## src/rtl/regfile_arb_pkg.sv

```systemverilog
// Shared types and constants for the two-requester register-file arbiter.
// Holds the arbiter FSM state encoding and the requester index constants.
package regfile_arb_pkg;

  typedef enum logic [1:0] {
    IDLE  = 2'b00,
    ISSUE = 2'b01,
    RESP  = 2'b10
  } state_t;

  localparam logic REQ_CORE   = 1'b0;
  localparam logic REQ_LOADER = 1'b1;

  function automatic logic [1:0] req_onehot(input logic idx);
    logic [1:0] oh;
    if (idx == REQ_LOADER) begin
      oh = 2'b10;
    end else begin
      oh = 2'b01;
    end
    return oh;
  endfunction

endpackage

```

## src/rtl/regfile_arbiter_if.sv

```systemverilog
// Requester-side bus of the register-file arbiter: two request channels plus
// the shared accept/completion/read-data returns.
interface regfile_arbiter_if #(
  parameter int WIDTH     = 16,
  parameter int ADDR_SIZE = 5
);
  logic [1:0]           req_valid;
  logic [1:0]           req_we;
  logic [ADDR_SIZE-1:0] req_addr0;
  logic [ADDR_SIZE-1:0] req_addr1;
  logic [WIDTH-1:0]     req_wdata0;
  logic [WIDTH-1:0]     req_wdata1;
  logic [1:0]           req_ready;
  logic [1:0]           done;
  logic [WIDTH-1:0]     rdata;

  modport master (
    output req_valid, req_we, req_addr0, req_addr1, req_wdata0, req_wdata1,
    input  req_ready, done, rdata
  );

  modport slave (
    input  req_valid, req_we, req_addr0, req_addr1, req_wdata0, req_wdata1,
    output req_ready, done, rdata
  );
endinterface

```

## src/rtl/regfile_arbiter_rr_arbiter2.sv

```systemverilog
// Two-way round-robin selector: a lone valid requester always wins, a tie
// goes to the requester named by ptr.
module rr_arbiter2
  import regfile_arb_pkg::*;
(
  input  logic [1:0] valid,
  input  logic       ptr,
  output logic [1:0] grant
);

  // One-hot grant from the valid pair and the tie-break pointer
  always_comb begin
    grant = 2'b00;
    case (valid)
      2'b01:   grant = 2'b01;
      2'b10:   grant = 2'b10;
      2'b11:   grant = req_onehot(ptr);
      default: grant = 2'b00;
    endcase
  end

endmodule

```

## src/rtl/regfile_arbiter.sv

```systemverilog
// Arbitrates two requesters onto one register-file port; each accepted
// request runs IDLE -> ISSUE -> RESP and ends with a one-cycle done pulse.
module regfile_arbiter
  import regfile_arb_pkg::*;
#(
  parameter int WIDTH     = 16,
  parameter int DEPTH     = 32,
  parameter int ADDR_SIZE = $clog2(DEPTH)
) (
  input  logic                 clk,
  input  logic                 rst,
  regfile_arbiter_if.slave     bus,
  output logic                 busy,
  output logic [ADDR_SIZE-1:0] rf_a1,
  output logic [ADDR_SIZE-1:0] rf_a2,
  output logic [WIDTH-1:0]     rf_wdata,
  output logic                 rf_we,
  input  logic [WIDTH-1:0]     rf_rd1
);

  state_t               state_r;
  state_t               state_nxt_s;
  logic                 ptr_r;
  logic                 win_r;
  logic                 we_r;
  logic [ADDR_SIZE-1:0] addr_r;
  logic [WIDTH-1:0]     wdata_r;
  logic [WIDTH-1:0]     rdata_r;
  logic                 rf_we_r;
  logic [1:0]           done_r;
  logic [1:0]           grant_s;
  logic [1:0]           ready_s;
  logic                 hs_s;
  logic                 hs_idx_s;
  logic                 sel_we_s;
  logic [ADDR_SIZE-1:0] sel_addr_s;
  logic [WIDTH-1:0]     sel_wdata_s;

  rr_arbiter2 u_rr (
    .valid (bus.req_valid),
    .ptr   (ptr_r),
    .grant (grant_s)
  );

  // Accept strobe only in IDLE and never while reset is held
  always_comb begin
    ready_s = 2'b00;
    if ((state_r == IDLE) && !rst) begin
      ready_s = grant_s;
    end else begin
      ready_s = 2'b00;
    end
  end

  assign hs_s     = |(bus.req_valid & ready_s);
  assign hs_idx_s = ready_s[1];

  // Route the winning requester's fields toward the latch
  always_comb begin
    sel_we_s    = 1'b0;
    sel_addr_s  = '0;
    sel_wdata_s = '0;
    if (hs_idx_s == REQ_LOADER) begin
      sel_we_s    = bus.req_we[1];
      sel_addr_s  = bus.req_addr1;
      sel_wdata_s = bus.req_wdata1;
    end else begin
      sel_we_s    = bus.req_we[0];
      sel_addr_s  = bus.req_addr0;
      sel_wdata_s = bus.req_wdata0;
    end
  end

  // Next-state logic; leaving IDLE requires a handshake
  always_comb begin
    state_nxt_s = state_r;
    case (state_r)
      IDLE: begin
        if (hs_s) begin
          state_nxt_s = ISSUE;
        end else begin
          state_nxt_s = IDLE;
        end
      end
      ISSUE:   state_nxt_s = RESP;
      RESP:    state_nxt_s = IDLE;
      default: state_nxt_s = IDLE;
    endcase
  end

  // State, request latch, pointer and registered strobes
  always_ff @(posedge clk or posedge rst) begin
    if (rst) begin
      state_r <= IDLE;
      ptr_r   <= REQ_CORE;
      win_r   <= REQ_CORE;
      we_r    <= 1'b0;
      addr_r  <= '0;
      wdata_r <= '0;
      rdata_r <= '0;
      rf_we_r <= 1'b0;
      done_r  <= 2'b00;
    end else begin
      state_r <= state_nxt_s;
      if (hs_s) begin
        win_r   <= hs_idx_s;
        we_r    <= sel_we_s;
        addr_r  <= sel_addr_s;
        wdata_r <= sel_wdata_s;
        ptr_r   <= ~hs_idx_s;
        rf_we_r <= sel_we_s;
      end else begin
        rf_we_r <= 1'b0;
      end
      if (state_r == ISSUE) begin
        done_r <= req_onehot(win_r);
        if (!we_r) begin
          rdata_r <= rf_rd1;
        end else begin
          rdata_r <= rdata_r;
        end
      end else begin
        done_r <= 2'b00;
      end
    end
  end

  assign busy          = (state_r != IDLE);
  assign rf_a1         = addr_r;
  assign rf_a2         = addr_r;
  assign rf_wdata      = wdata_r;
  assign rf_we         = rf_we_r;
  assign bus.req_ready = ready_s;
  assign bus.done      = done_r;
  assign bus.rdata     = rdata_r;

endmodule
```

## src/flat_wrapper.sv

```systemverilog
// flat-port wrapper written by rule: the top's interface ports become plain ports
module regfile_arbiter_flat import regfile_arb_pkg::*;
#(
  parameter int WIDTH     = 16,
  parameter int DEPTH     = 32,
  parameter int ADDR_SIZE = $clog2(DEPTH)
)
  (clk, rst, busy, rf_a1, rf_a2, rf_wdata, rf_we, rf_rd1, bus_req_valid, bus_req_we, bus_req_addr0, bus_req_addr1, bus_req_wdata0, bus_req_wdata1, bus_req_ready, bus_done, bus_rdata);
  regfile_arbiter_if #(.WIDTH(WIDTH), .ADDR_SIZE(ADDR_SIZE)) bus_i ();
  input  logic clk;
  input  logic rst;
  output logic busy;
  output logic [ADDR_SIZE-1:0] rf_a1;
  output logic [ADDR_SIZE-1:0] rf_a2;
  output logic [WIDTH-1:0] rf_wdata;
  output logic rf_we;
  input  logic [WIDTH-1:0] rf_rd1;
  input wire logic [$bits(bus_i.req_valid)-1:0] bus_req_valid;
  input wire logic [$bits(bus_i.req_we)-1:0] bus_req_we;
  input wire logic [$bits(bus_i.req_addr0)-1:0] bus_req_addr0;
  input wire logic [$bits(bus_i.req_addr1)-1:0] bus_req_addr1;
  input wire logic [$bits(bus_i.req_wdata0)-1:0] bus_req_wdata0;
  input wire logic [$bits(bus_i.req_wdata1)-1:0] bus_req_wdata1;
  output wire logic [$bits(bus_i.req_ready)-1:0] bus_req_ready;
  output wire logic [$bits(bus_i.done)-1:0] bus_done;
  output wire logic [$bits(bus_i.rdata)-1:0] bus_rdata;
  assign bus_i.req_valid = bus_req_valid;
  assign bus_i.req_we = bus_req_we;
  assign bus_i.req_addr0 = bus_req_addr0;
  assign bus_i.req_addr1 = bus_req_addr1;
  assign bus_i.req_wdata0 = bus_req_wdata0;
  assign bus_i.req_wdata1 = bus_req_wdata1;
  assign bus_req_ready = bus_i.req_ready;
  assign bus_done = bus_i.done;
  assign bus_rdata = bus_i.rdata;
  regfile_arbiter #(.WIDTH(WIDTH), .DEPTH(DEPTH), .ADDR_SIZE(ADDR_SIZE)) u_core (.clk(clk), .rst(rst), .bus(bus_i), .busy(busy), .rf_a1(rf_a1), .rf_a2(rf_a2), .rf_wdata(rf_wdata), .rf_we(rf_we), .rf_rd1(rf_rd1));
endmodule
```

## config.mk

```make
export PLATFORM = sky130hd
export DESIGN_NAME = regfile_arbiter_flat
export DESIGN_NICKNAME = d
export VERILOG_FILES = /design/src/rtl/regfile_arb_pkg.sv /design/src/rtl/regfile_arbiter_if.sv /design/src/rtl/regfile_arbiter_rr_arbiter2.sv /design/src/rtl/regfile_arbiter.sv /design/src/flat_wrapper.sv
export SDC_FILE = /design/constraint.sdc
export NUM_CORES = 1
export LEC_CHECK = 0
export BUFFER_PORTS_ARGS = -buffer_cell sky130_fd_sc_hd__buf_2
export CAP_MARGIN = 10
export CORE_MARGIN = 2
export CORE_UTILIZATION = 40
export CTS_BUF_LIST = sky130_fd_sc_hd__clkbuf_4 sky130_fd_sc_hd__clkbuf_8
export CTS_CLUSTER_SIZE = 30
export DETAILED_ROUTE_END_ITERATION = 10
export PLACE_DENSITY_LB_ADDON = 0.05
export REMOVE_ABC_BUFFERS = 1
export SLEW_MARGIN = 10
export SYNTH_ARGS = -nofsm -noshare
export SYNTH_HDL_FRONTEND = slang
export SYNTH_SLANG_ARGS = --single-unit
export TNS_END_PERCENT = 5
```

## constraint.sdc

```tcl
create_clock -name clk -period 1.4 [get_ports clk]
set_input_delay 0.14 -clock clk [delete_from_list [all_inputs] [get_ports clk]]
set_output_delay 0.14 -clock clk [all_outputs]
set_load 0.005 [all_outputs]
```

== Word level (Yosys, flattened, before mapping) ==
Index checks and enable logic that the tools add are counted.
Cells by class
  reduce and logical (&&, ||, !) cells: 6
  eq/ne operators: 4
  bitwise operators: 3
  mux-type cells: 11
Operators with widths (count)
  2-to-1 mux 16 bit: 1
  2-to-1 mux 2 bit: 4
  case mux 2 bit (3 select lines): 1
  2-to-1 mux 5 bit: 1
  equality test 2 x 1 -> 1 bit, second input constant: 2
  equality test 2 bit, second input constant: 2
  case mux 2 bit (2 select lines): 1
  2-to-1 mux 1 bit: 3
  AND 2 bit: 1
  logical NOT 2 bit: 1
  NOT 1 bit: 2
  AND reduction 2 bit: 1
  nonzero test 2 bit: 1
  OR reduction 2 bit: 1
  logical AND 1 bit: 1
  logical NOT 1 bit: 1
Word-level totals
  bits of input ports: 64
  flip-flop bits (word level): 45
  output and inout bits: 48

== Logic depth before layout (Yosys ltp) ==
Gate-level depths: netlist (run 1).
  depth in word-level cells: 7
  gate-level depth with buffers: 5
  depth with buffers taken out: 3

== By module ==
Synthesis (run 1) repeated with hierarchy kept, for this count alone.
Second synthesis, totals
  cells, all modules: 149
  area, all modules: 1985.7 µm²
By module, submodules not included
  regfile_arbiter: sequential area each 1126.1 µm², cells an instance 146, area each 1966.9 µm², instances 1
  rr_arbiter2: sequential area each 0.0 µm², cells an instance 3, area each 18.8 µm², instances 1

== Worst setup path after synthesis (run 1) ==
No wires, ideal clock.
  path type: register to register
  start point: register u_core.state_r[1]
  end point: register u_core.rdata_r[0], in the netlist u_core.bus.rdata[0]
  required time: 1275 ps
  cell stages (with the launch flop): 5
  slack: -43 ps
  period minus slack after synthesis: 1443 ps
  data arrival time: 1318 ps
  setup time: 125 ps
  path through: dfrtp_1 nand2b_1 nor2_2 buf_4 mux2_2
Between the ends
  longest elaborated chain between the ends: 2
Ends and longest elaborated chain
  start, declared: line regfile_arbiter.sv:21  | state_t state_r;
  start signal, assigned: line regfile_arbiter.sv:104  | state_r <= state_nxt_s;
  equality test 2 x 1 -> 1 bit: line regfile_arbiter.sv:115  | if (state_r == ISSUE) begin
  AND reduction 2 bit (no source line)
  end signal, assigned: line regfile_arbiter.sv:118  | rdata_r <= rf_rd1;
  end signal, assigned: line regfile_arbiter.sv:120  | rdata_r <= rdata_r;
  end, declared: line regfile_arbiter.sv:28  | logic [WIDTH-1:0] rdata_r;
Every way passes these cells.
A chain may end at the register's enable or synchronous reset.

== Worst setup path in the final report (run 1) ==
  start point: register u_core.state_r[1]
  end point: output port bus_req_ready[1]
Between the ends
  longest elaborated chain between the ends: 3
Ends and longest elaborated chain
  logical NOT 2 bit: line regfile_arbiter.sv:48  | if ((state_r == IDLE) && !rst) begin
  logical AND 1 bit: line regfile_arbiter.sv:48
  2-to-1 mux 2 bit: line regfile_arbiter.sv:48
  end, declared: line flat_wrapper.sv:24  | output wire logic [$bits(bus_i.req_ready)-1:0] bus_req_ready;
Every way passes these cells.

==> results of run 1 <==
-- sequential cells by signal, summed over array words and instances (netlist names) --
name	flops
u_core.we_r	1
u_core.win_r	1
u_core.rf_we	1
u_core.bus.rdata	16
u_core.rf_a1	5
u_core.ptr_r	1
u_core.state_r	2
u_core.rf_wdata	16
u_core.bus.done	2
-- repair_timing --
item                                    CTS  global route
buffers inserted                          3             0
endpoints found under the setup margin    5            44
gates resized for setup                   7             6
hold buffers                              1             0
endpoints found under the hold margin    45             0
pin swaps                                 4             2
-- area by class of cell --
type                       count  area, sq um
inverter                       4         15.0
sequential                    45         1130
fill                         407         1970
tap                           54         67.6
clock inverter                 3         17.5
clock buffer                   5         68.8
timing repair buffer         126          716
multi-input combinational     79          711
-- power by group through the flow --
| stage | combinational, mW | clock (mW) | sequential (mW) |
|---|---|---|---|
| 3_5_place_dp | 1.38 | 0 | 1.98 |
| 6_report | 1.39 | 0.781 | 1.95 |
| 4_1_cts | 1.41 | 0.809 | 1.96 |
| 2_1_floorplan | 0.624 | 0 | 2.02 |
| 5_1_grt | 1.56 | 0.860 | 2.00 |
| 3_3_place_gp | 1.36 | 0 | 1.97 |
-- critical path, cell delays in order (launching register included) --
cell and delay [ns]:
dfrtp_1 0.42, nor3_2 0.20, nand3_1 0.14, buf_6 0.16
inv_2 0.03, buf_2 0.09
-- worst min-delay path by stage --
stage / start / end / cells after the start
2_1_floorplan: rf_rd1[0] / u_core.bus.rdata[0]$_DFFE_PP0P_ / 1
3_3_place_gp: rst / u_core.bus.done[0]$_DFF_PP0_ / 3
3_5_place_dp: rst / u_core.state_r[1]$_DFF_PP0_ / 3
4_1_cts: rf_rd1[0] / u_core.bus.rdata[0]$_DFFE_PP0P_ / 2
5_1_grt: rf_rd1[0] / u_core.bus.rdata[0]$_DFFE_PP0P_ / 2
6_report: rf_rd1[0] / u_core.bus.rdata[0]$_DFFE_PP0P_ / 2
-- logic make-up (layout without fill, tap and decap cells) --
kind of cell	after synthesis	after routing	synth area share [%]
muxes	16	16	9.31
AOI/OAI and AO/OA	48	48	22.8
buffers and inverters	19	138	5.75
and+or+nand+nor	15	15	4.01
DFF	45	45	58.2
-- layer usage --
layer / global-route usage, % / wire length, microns / vias up
met5: 0 / 0 / -
met4: 5.66 / 33 / 0
met1: 21.7 / 1890 / 768
li1: - / - / 763
met3: 5.76 / 379 / 4
met2: 30.0 / 2380 / 77
-- cell usage in the layout, fill, tap and decap left out, types with 2 or more instances in the layout --
cell and instances:
buf_2 110, buf_4 7, buf_6 6, clkbuf_8 5, clkinv_2 2, dfrtp_1 45, inv_2 3, mux2_2 16
nand2_1 2, nand2b_1 2, nand3_1 2, nor2_1 2, o21a_1 2, o21bai_1 22, o221a_1 19, o221a_2 3
==> impl_metrics.toml, run 1 <==
[yosys]
synth-edff-count = 0
synth_area_leaders = "dfrtp_1, o221a_1, mux2_2"
synthTopCellsByCount = "dfrtp_1, o21bai_1, o221a_1"
yosysMostFrequentCell = "dfrtp_1"
synthesis.area_sq_mm = 0.00194
synth_top_area_share_pct = 58.2
synth_cell_type_count = 23
yosysWarningCount = 0
ys_async_sr_fraction_pct = 100
ys_seq_elements = 45
avgSynthCellArea_sq_um = 13.5
ys_seq_area_share_pct = 58.2
synth_flop_cell = "dfrtp_1"
synth_top_cell_by_area = "dfrtp_1"
synth_cells = 143

[clock_tree]
h-tree-depth = 2
clkLatencyLatePin_ns = 0.29
cts_tree = "built"
root_buffer = "clkbuf_8"
cts_made_buffers = 5
clk_pin_slew_worst_paths_ns = 0.08
cts.sinks = 45
cts_buffer_depth = 2

[final_layout]
instances_no_fill = 316
layout.nets = 325
post-route-cell-area_sq_mm = 0.00272
area_growth_syn_to_layout_pct = 40.6
final_util_pct = 58.0
n_antenna_cell = 0
drive_gt1_share_pct = 60.7

[place]
place.port_buffers = 111
dp_hpwl_mm = 3.40
gp_congestion = 0.777
place_ws_ns = 0.0140
dpl.cell_count = 304
place_area_sq_mm = 0.00256

[power_and_ir_drop]
max-vdd-ir-drop_v = 0.000696
p_per_area_mw_per_mm2 = 1520
intPower_mw = 2.94
pwr-share-comb_pct = 33.8
fin_total_pwr_mw = 4.13
p_switching_mw = 1.18
switching_share_pct = 28.7
p_clk_share_pct = 18.9
seq_power_share_pct = 47.3
leakage_nw = 1.34

[global_route]
grt_pass1_vias = 1595
grt-ovfl-total = 0
grt_max_degree = 29
grt_first_pass_wirelength_mm = 7.27
grtUsageTotal_pct = 17.8
antenna_found_initial = 0

[timing]
post-route-period-util_pct = 105
setup_tns_ns = -0.293
max_freq_mhz = 677
setup_viol = 13
setup_ws_ns = -0.0764
rsz0062_at_grt = "yes"
tightest_slew_ns = 0.369
fin_crit_ns = 1.48
hold_viol_final = 0
report.final.slew_viol_count = 0
hold_slack_ns = 0.0700
relSlewSlack_pct = 75.4
skew_ns = 0.00391

[floorplanning]
die_h_microns = 73.6
die_w_microns = 73.6
ios = 112
core_sq_mm = 0.00469
die_area_sq_mm = 0.00541
rows = 25
start_util_pct = 41.3

[critical_path]
cp-start-kind = "flip-flop"
cp-endpoint = "bus_req_ready[1]"
crit_start = "u_core.state_r[1]$_DFF_PP0_"
path_class = "reg -> out"
worstReg2RegEnd = "u_core.rf_wdata[1]$_DFFE_PP0P_"
endpoint_kind = "output pin"
reg2reg_setup_slack_ns = -0.03
worstPathArrival_ns = 1.34
r2r_start = "u_core.state_r[0]$_DFF_PP0_"
reg2reg_depth = 4
cp_max_fo = 4
cp.required_ns = 1.26

[routing]
vias = 1612
viasPerCell = 5.10
drt_iter0_markers = 38
wire_per_inst_microns = 14.8
drtPass1Iterations = 4
ant_nets = 0
drc = 0
drt_wl_total_mm = 4.68

[run_status]
status = "finished, violations left"
violations = "negative setup slack"

[worst_hold_path]
hold_path.class = "in -> reg"

[job]
cap_violations = 0
Power figures use the tool's default switching activity.
==> inputs of run 2 (changes only) <==
--- a/config.mk
+++ b/config.mk
@@ -5,6 +5,7 @@
 export SDC_FILE = /design/constraint.sdc
 export NUM_CORES = 1
 export LEC_CHECK = 0
+export ABC_AREA = 1
 export BUFFER_PORTS_ARGS = -buffer_cell sky130_fd_sc_hd__buf_2
 export CAP_MARGIN = 10
 export CORE_MARGIN = 2
@@ -14,6 +15,7 @@
 export DETAILED_ROUTE_END_ITERATION = 10
 export PLACE_DENSITY_LB_ADDON = 0.05
 export REMOVE_ABC_BUFFERS = 1
+export SKIP_CTS_REPAIR_TIMING = 1
 export SLEW_MARGIN = 10
 export SYNTH_ARGS = -nofsm -noshare
 export SYNTH_HDL_FRONTEND = slang
==> run 2 against run 1 <==
Critical path depth fell by 1. Non-clock buffer count fell by 7. Combinational power fell by 6%. The run now ends clean. Highest routed layer unchanged. Sequential cell count did not move. Sequential power fell by 3%. Via count rose by 25%. Fmax rose by 7.1%. Routed wire length rose by 5.3%.
==> impl_metrics.toml, run 2 <==
[run_status]
status = "complete, no violations"

[routing]
wire_per_inst_microns = 10.4
drtPass1Iterations = 4
drc = 0
vias = 2020
ant_nets = 0
viasPerCell = 4.27
drt_iter0_markers = 48
drt_wl_total_mm = 4.92

[critical_path]
max_stage_delay_ns = 0.42
cp.required_ns = 1.26
cp_max_fo = 5
path_class = "reg -> out"
cp-start-kind = "flip-flop"
worstPathArrival_ns = 1.24
crit_slowest_cell = "dfrtp_1"
worst_path_most_repeated_cell = "nor2_4"
endpoint_kind = "output pin"
critPathTopFamily = "flip-flops"
cp.buffers_inverters = 1
crit_chain = "nor2_4, nand3_4, nor2_4, buf_2"

[place]
dp_hpwl_mm = 3.43
place_ws_ns = 0.171
place_area_sq_mm = 0.00276
place.port_buffers = 111
gp_congestion = 0.790

[timing]
tightest_slew_ns = 0.563
fin_crit_ns = 1.38
hold_viol_final = 0
setup_ws_ns = 0.0212
report.final.slew_viol_count = 0
post-route-period-util_pct = 98.5
relSlewSlack_pct = 62.4
rsz0062_at_grt = "yes"
setup_viol = 0
skew_ns = 0.00589
max_freq_mhz = 725

[power_and_ir_drop]
max-vdd-ir-drop_v = 0.000535
p_per_area_mw_per_mm2 = 1410
leakage_nw = 1.83

[yosys]
avgSynthCellArea_sq_um = 7.36
synth_cells = 293
synth_flop_cell = "dfrtp_1"
synth-edff-count = 0
yosysMostFrequentCell = "nand2_1"
synthesis.area_sq_mm = 0.00216
ys_async_sr_fraction_pct = 100
ys_seq_elements = 45
yosysWarningCount = 0
synth_area_leaders = "dfrtp_1, nand2_1, nor2_1"
synth_top_area_share_pct = 52.2
synthTopCellsByCount = "nand2_1, nor2_1, dfrtp_1"
synth_top_cell_by_area = "dfrtp_1"
synth_cell_type_count = 17
ys_seq_area_share_pct = 52.2

[final_layout]
drive_gt1_share_pct = 35.0
n_antenna_cell = 0
layout_common_cells = "nand2_1, buf_2, nor2_1, dfrtp_1, inv_1"
fill_cells = 522
layout.nets = 466
area_growth_syn_to_layout_pct = 34.2
final_common_cell = "nand2_1"
post-route-cell-area_sq_mm = 0.00290

[worst_hold_path]
hold_path.class = "in -> async"

[floorplanning]
die_area_sq_mm = 0.00600
rows = 26
die_w_microns = 77.4
core_sq_mm = 0.00514
start_util_pct = 42.0
die_h_microns = 77.4
ios = 112

[clock_tree]
clkLatencyLatePin_ns = 0.29
root_buffer = "clkbuf_8"
h-tree-depth = 2
cts_buffer_depth = 2
clk_pin_slew_worst_paths_ns = 0.08
cts_tree = "built"
cts.sinks = 45
cts_made_buffers = 5

[global_route]
grt_max_degree = 46
antenna_found_initial = 0
grt_pass1_vias = 1795
grtUsageTotal_pct = 16.5
grt_first_pass_wirelength_mm = 7.96
grt-ovfl-total = 0

[job]
cap_violations = 0
==> run 2: changes by cell type after synthesis, moves of 4 or more <==
cell and change:
nand2_1 +124, nor2_1 +44, inv_1 +24, o21bai_1 -22, o221a_1 -19, mux2_2 -16
nand3_1 +14, inv_2 +6, buf_2 +4
==> run 2: routing by layer <==
metal  part of all wire [%]  track usage (%)
met5                      0                0
met4                    1.3             5.36
met3                    6.9             4.30
met2                     46             27.4
met1                     46             21.0
==> run 2: final cells by class <==
class	count	area [sq um]	share of cell area (%)
clock inverters	1	5.00	0.173
well taps	70	87.6	3.03
inverters	34	128	4.41
flip-flops and latches	45	1130	38.9
clock buffers	7	96.3	3.33
repair buffers	119	641	22.1
multi-input cells	197	812	28.0
==> run 2: report_power, final <==
group | total [mW] | leakage [nW] | internal [mW] | switching (mW)
Combinational | 1.31 | 1.22 | 0.612 | 0.694
Sequential | 1.90 | 0.561 | 1.70 | 0.202
Clock | 0.858 | 0.0542 | 0.446 | 0.412
Total | 4.07 | 1.83 | 2.76 | 1.31
==> run 2: path summary, 6_finish.rpt <==
path | from | end | slack (ns) | cells after the start
worst max-delay path | u_core.state_r[1]$_DFF_PP0_ | bus_req_ready[0] | 0.02 | 4
worst max register to register | u_core.state_r[1]$_DFF_PP0_ | u_core.rf_wdata[4]$_DFFE_PP0P_ | 0.16 | 8
worst min register to register | u_core.win_r$_DFFE_PP0P_ | u_core.bus.done[0]$_DFF_PP0_ | 0.42 | 1
min in group clk | rf_rd1[5] | u_core.bus.rdata[5]$_DFFE_PP0P_ | 0.08 | 3
worst min-delay path | rst | u_core.rf_wdata[7]$_DFFE_PP0P_ | 0.06 | 3
max in group asynchronous | rst | u_core.bus.rdata[15]$_DFFE_PP0P_ | 0.96 | 3
==> run 2: cell families after synthesis <==
family / Yosys count / share of synthesized area, %
compound gates: 4 / 1.10
flops: 45 / 52.2
simple gates: 193 / 35.4
buf+inv: 51 / 11.3
==> run 2: worst register-to-register path: stages (launching register included) <==
cell and delay, ns:
dfrtp_1 0.42, nor2_4 0.17, nand2_2 0.09, inv_2 0.05, nand2_1 0.04, buf_4 0.21
nand2_1 0.09, nand2_1 0.05, nand2_1 0.06
==> run 2: metrics by stage <==
step / hold WS, ns / instances / total power [mW] / setup TNS (ns) / util (%)
global route: 0.0764 / 473 / 4.41 / -0.0360 / 56.3
CTS: 0.0447 / 472 / 4.11 / -0.0842 / 55.7
floorplan: 0.173 / 276 / 2.53 / -10.01 / -
global placement: 0.376 / 464 / 3.22 / 0 / 53.7
finish: 0.0594 / 473 / 4.07 / 0 / 56.3
detailed placement: 0.367 / 464 / 3.23 / 0 / 53.7
==> inputs of run 3 (changes only) <==
--- a/config.mk
+++ b/config.mk
@@ -7,7 +7,7 @@
 export LEC_CHECK = 0
 export ABC_AREA = 1
 export BUFFER_PORTS_ARGS = -buffer_cell sky130_fd_sc_hd__buf_2
-export CAP_MARGIN = 10
+export CAP_MARGIN = 20
 export CORE_MARGIN = 2
 export CORE_UTILIZATION = 40
 export CTS_BUF_LIST = sky130_fd_sc_hd__clkbuf_4 sky130_fd_sc_hd__clkbuf_8
==> constraint.sdc (replaced) <==
create_clock -name clk -period 1.49 [get_ports clk]
set_input_delay 0.149 -clock clk [delete_from_list [all_inputs] [get_ports clk]]
set_output_delay 0.149 -clock clk [all_outputs]
set_load 0.005 [all_outputs]
==> run 3 against run 2 <==
Register-to-register slack improved by 0.08 ns. Largest power group unchanged. Global-route usage rose by 0.30 points. Core utilization shrank 0.73 points. Count of clock-buffer cells in the layout fell by 2. Highest routed layer unchanged. Sequential cell count unchanged. Critical path depth unchanged. Die area unchanged. Combinational power fell by 9%. Clock skew down 0.0033 ns. Largest cell class unchanged. Clock power shrank 12%.
==> impl_metrics.toml, run 3 (synthesized netlist as in run 2, its figures left out) <==
[run_status]
status = "complete, no violations"

[final_layout]
area_growth_syn_to_layout_pct = 32.5
final_common_cell = "nand2_1"
post-route-cell-area_sq_mm = 0.00286
layout_common_cells = "nand2_1, buf_2, nor2_1, dfrtp_1, inv_1"
layout.nets = 466
drive_gt1_share_pct = 34.2
n_antenna_cell = 0
instances_no_fill = 473

[floorplanning]
rows = 26
die_area_sq_mm = 0.00600
start_util_pct = 42.0
die_w_microns = 77.4
core_sq_mm = 0.00514
ios = 112
die_h_microns = 77.4

[timing]
rsz0062_at_grt = "no"
max_freq_mhz = 716
skew_ns = 0.00257
fin_crit_ns = 1.40
hold_viol_final = 0
setup_ws_ns = 0.0932
setup_tns_ns = 0
post-route-period-util_pct = 93.7
report.final.slew_viol_count = 0
hold_slack_ns = 0.0168
setup_viol = 0
tightest_slew_ns = 0.492
relSlewSlack_pct = 67.2

[clock_tree]
cts_made_buffers = 5
h-tree-depth = 2
clkLatencyLatePin_ns = 0.29
root_buffer = "clkbuf_8"
cts.sinks = 45
cts_buffer_depth = 2
clk_pin_slew_worst_paths_ns = 0.09
cts_tree = "built"

[routing]
drtPass1Iterations = 4
viasPerCell = 4.30
wire_per_inst_microns = 10.4
drt_wl_total_mm = 4.94
drt_iter0_markers = 86
ant_nets = 0
drc = 0
vias = 2033

[critical_path]
max_stage_delay_ns = 0.42
cp_max_fo = 5
r2r_start = "u_core.state_r[0]$_DFF_PP0_"
cp.required_ns = 1.34
path_class = "reg -> out"
crit_chain = "nor2_4, nand3_2, nor2_2, buf_2"
worstPathArrival_ns = 1.25
reg2reg_depth = 6
worstReg2RegEnd = "u_core.rf_a1[3]$_DFFE_PP0P_"
reg2reg_setup_slack_ns = 0.24
cp-start-kind = "flip-flop"
crit_slowest_cell = "dfrtp_1"
endpoint_kind = "output pin"

[place]
gp_congestion = 0.773
dp_hpwl_mm = 3.56
place.port_buffers = 111
dpl.cell_count = 464
place_area_sq_mm = 0.00275
place_ws_ns = 0.244

[worst_hold_path]
hold_path.class = "in -> async"

[global_route]
antenna_found_initial = 0
grt-ovfl-total = 0
grt_pass1_vias = 1803
grtUsageTotal_pct = 16.8
grt_max_degree = 41
grt_first_pass_wirelength_mm = 8.10

[power_and_ir_drop]
max-vdd-ir-drop_v = 0.000504
leakage_nw = 1.81
p_per_area_mw_per_mm2 = 1310

[job]
cap_violations = 0
[run 3: cell count changes in the layout (fill, tap and decap cells not counted)]
cell,change
buf_12,-1
clkbuf_8,-2
clkinv_2,-1
clkinvlp_4,+3
dlygate4sd3_1,+1
nand2_1,+1
nand2_2,-1
nand3_2,+1
nand3_4,-1
nor2_1,+1
nor2_4,-1
[run 3: stage by stage]
step	util (%)	power, mW
global placement	53.5	3.01
floorplan	-	2.38
CTS	55.3	3.81
finish	55.6	3.75
global route	55.6	4.05
detailed placement	53.5	3.04
[run 3: area by class of cell]
type                       instances  area [sq um]
clock buffer                       5          68.8
clock inverter                     3          22.5
fill                             536          2280
inverter                          34           128
multi-input combinational        197           795
sequential                        45          1130
tap                               70          87.6
timing repair buffer             119           631
[run 3: power breakdown]
part	internal (mW)	switching, mW
combinational	0.563	0.632
sequential	1.60	0.204
clock	0.329	0.425
total	2.49	1.26
[run 3: worst max path at each step]
stage | start | to | cells past startpoint
CTS | u_core.state_r[1]$_DFF_PP0_ | bus_req_ready[0] | 4
finish | u_core.state_r[0]$_DFF_PP0_ | bus_req_ready[0] | 4
global route | u_core.state_r[0]$_DFF_PP0_ | bus_req_ready[0] | 4
detailed placement | u_core.state_r[1]$_DFF_PP0_ | u_core.rf_a1[3]$_DFFE_PP0P_ | 6
global placement | u_core.state_r[1]$_DFF_PP0_ | u_core.rf_a1[0]$_DFFE_PP0P_ | 6
floorplan | rst | u_core.win_r$_DFFE_PP0P_ | 4
[run 3: per-layer routing]
layer / wire length (microns) / vias up / share of wire, % / track usage [%]
met5: 0 / - / 0 / 0
met4: 47 / 0 / 0.95 / 5.36
met3: 339 / 4 / 6.9 / 4.42
met2: 2270 / 74 / 46 / 27.4
met1: 2280 / 882 / 46 / 21.8
li1: - / 1073 / - / -
[run 3: critical path, delay by kind of cell (launching register included)]
kind                   cells  cell delay (ns)
DFF                        1             0.42
buffers and inverters      1             0.13
and+or+nand+nor            3             0.40
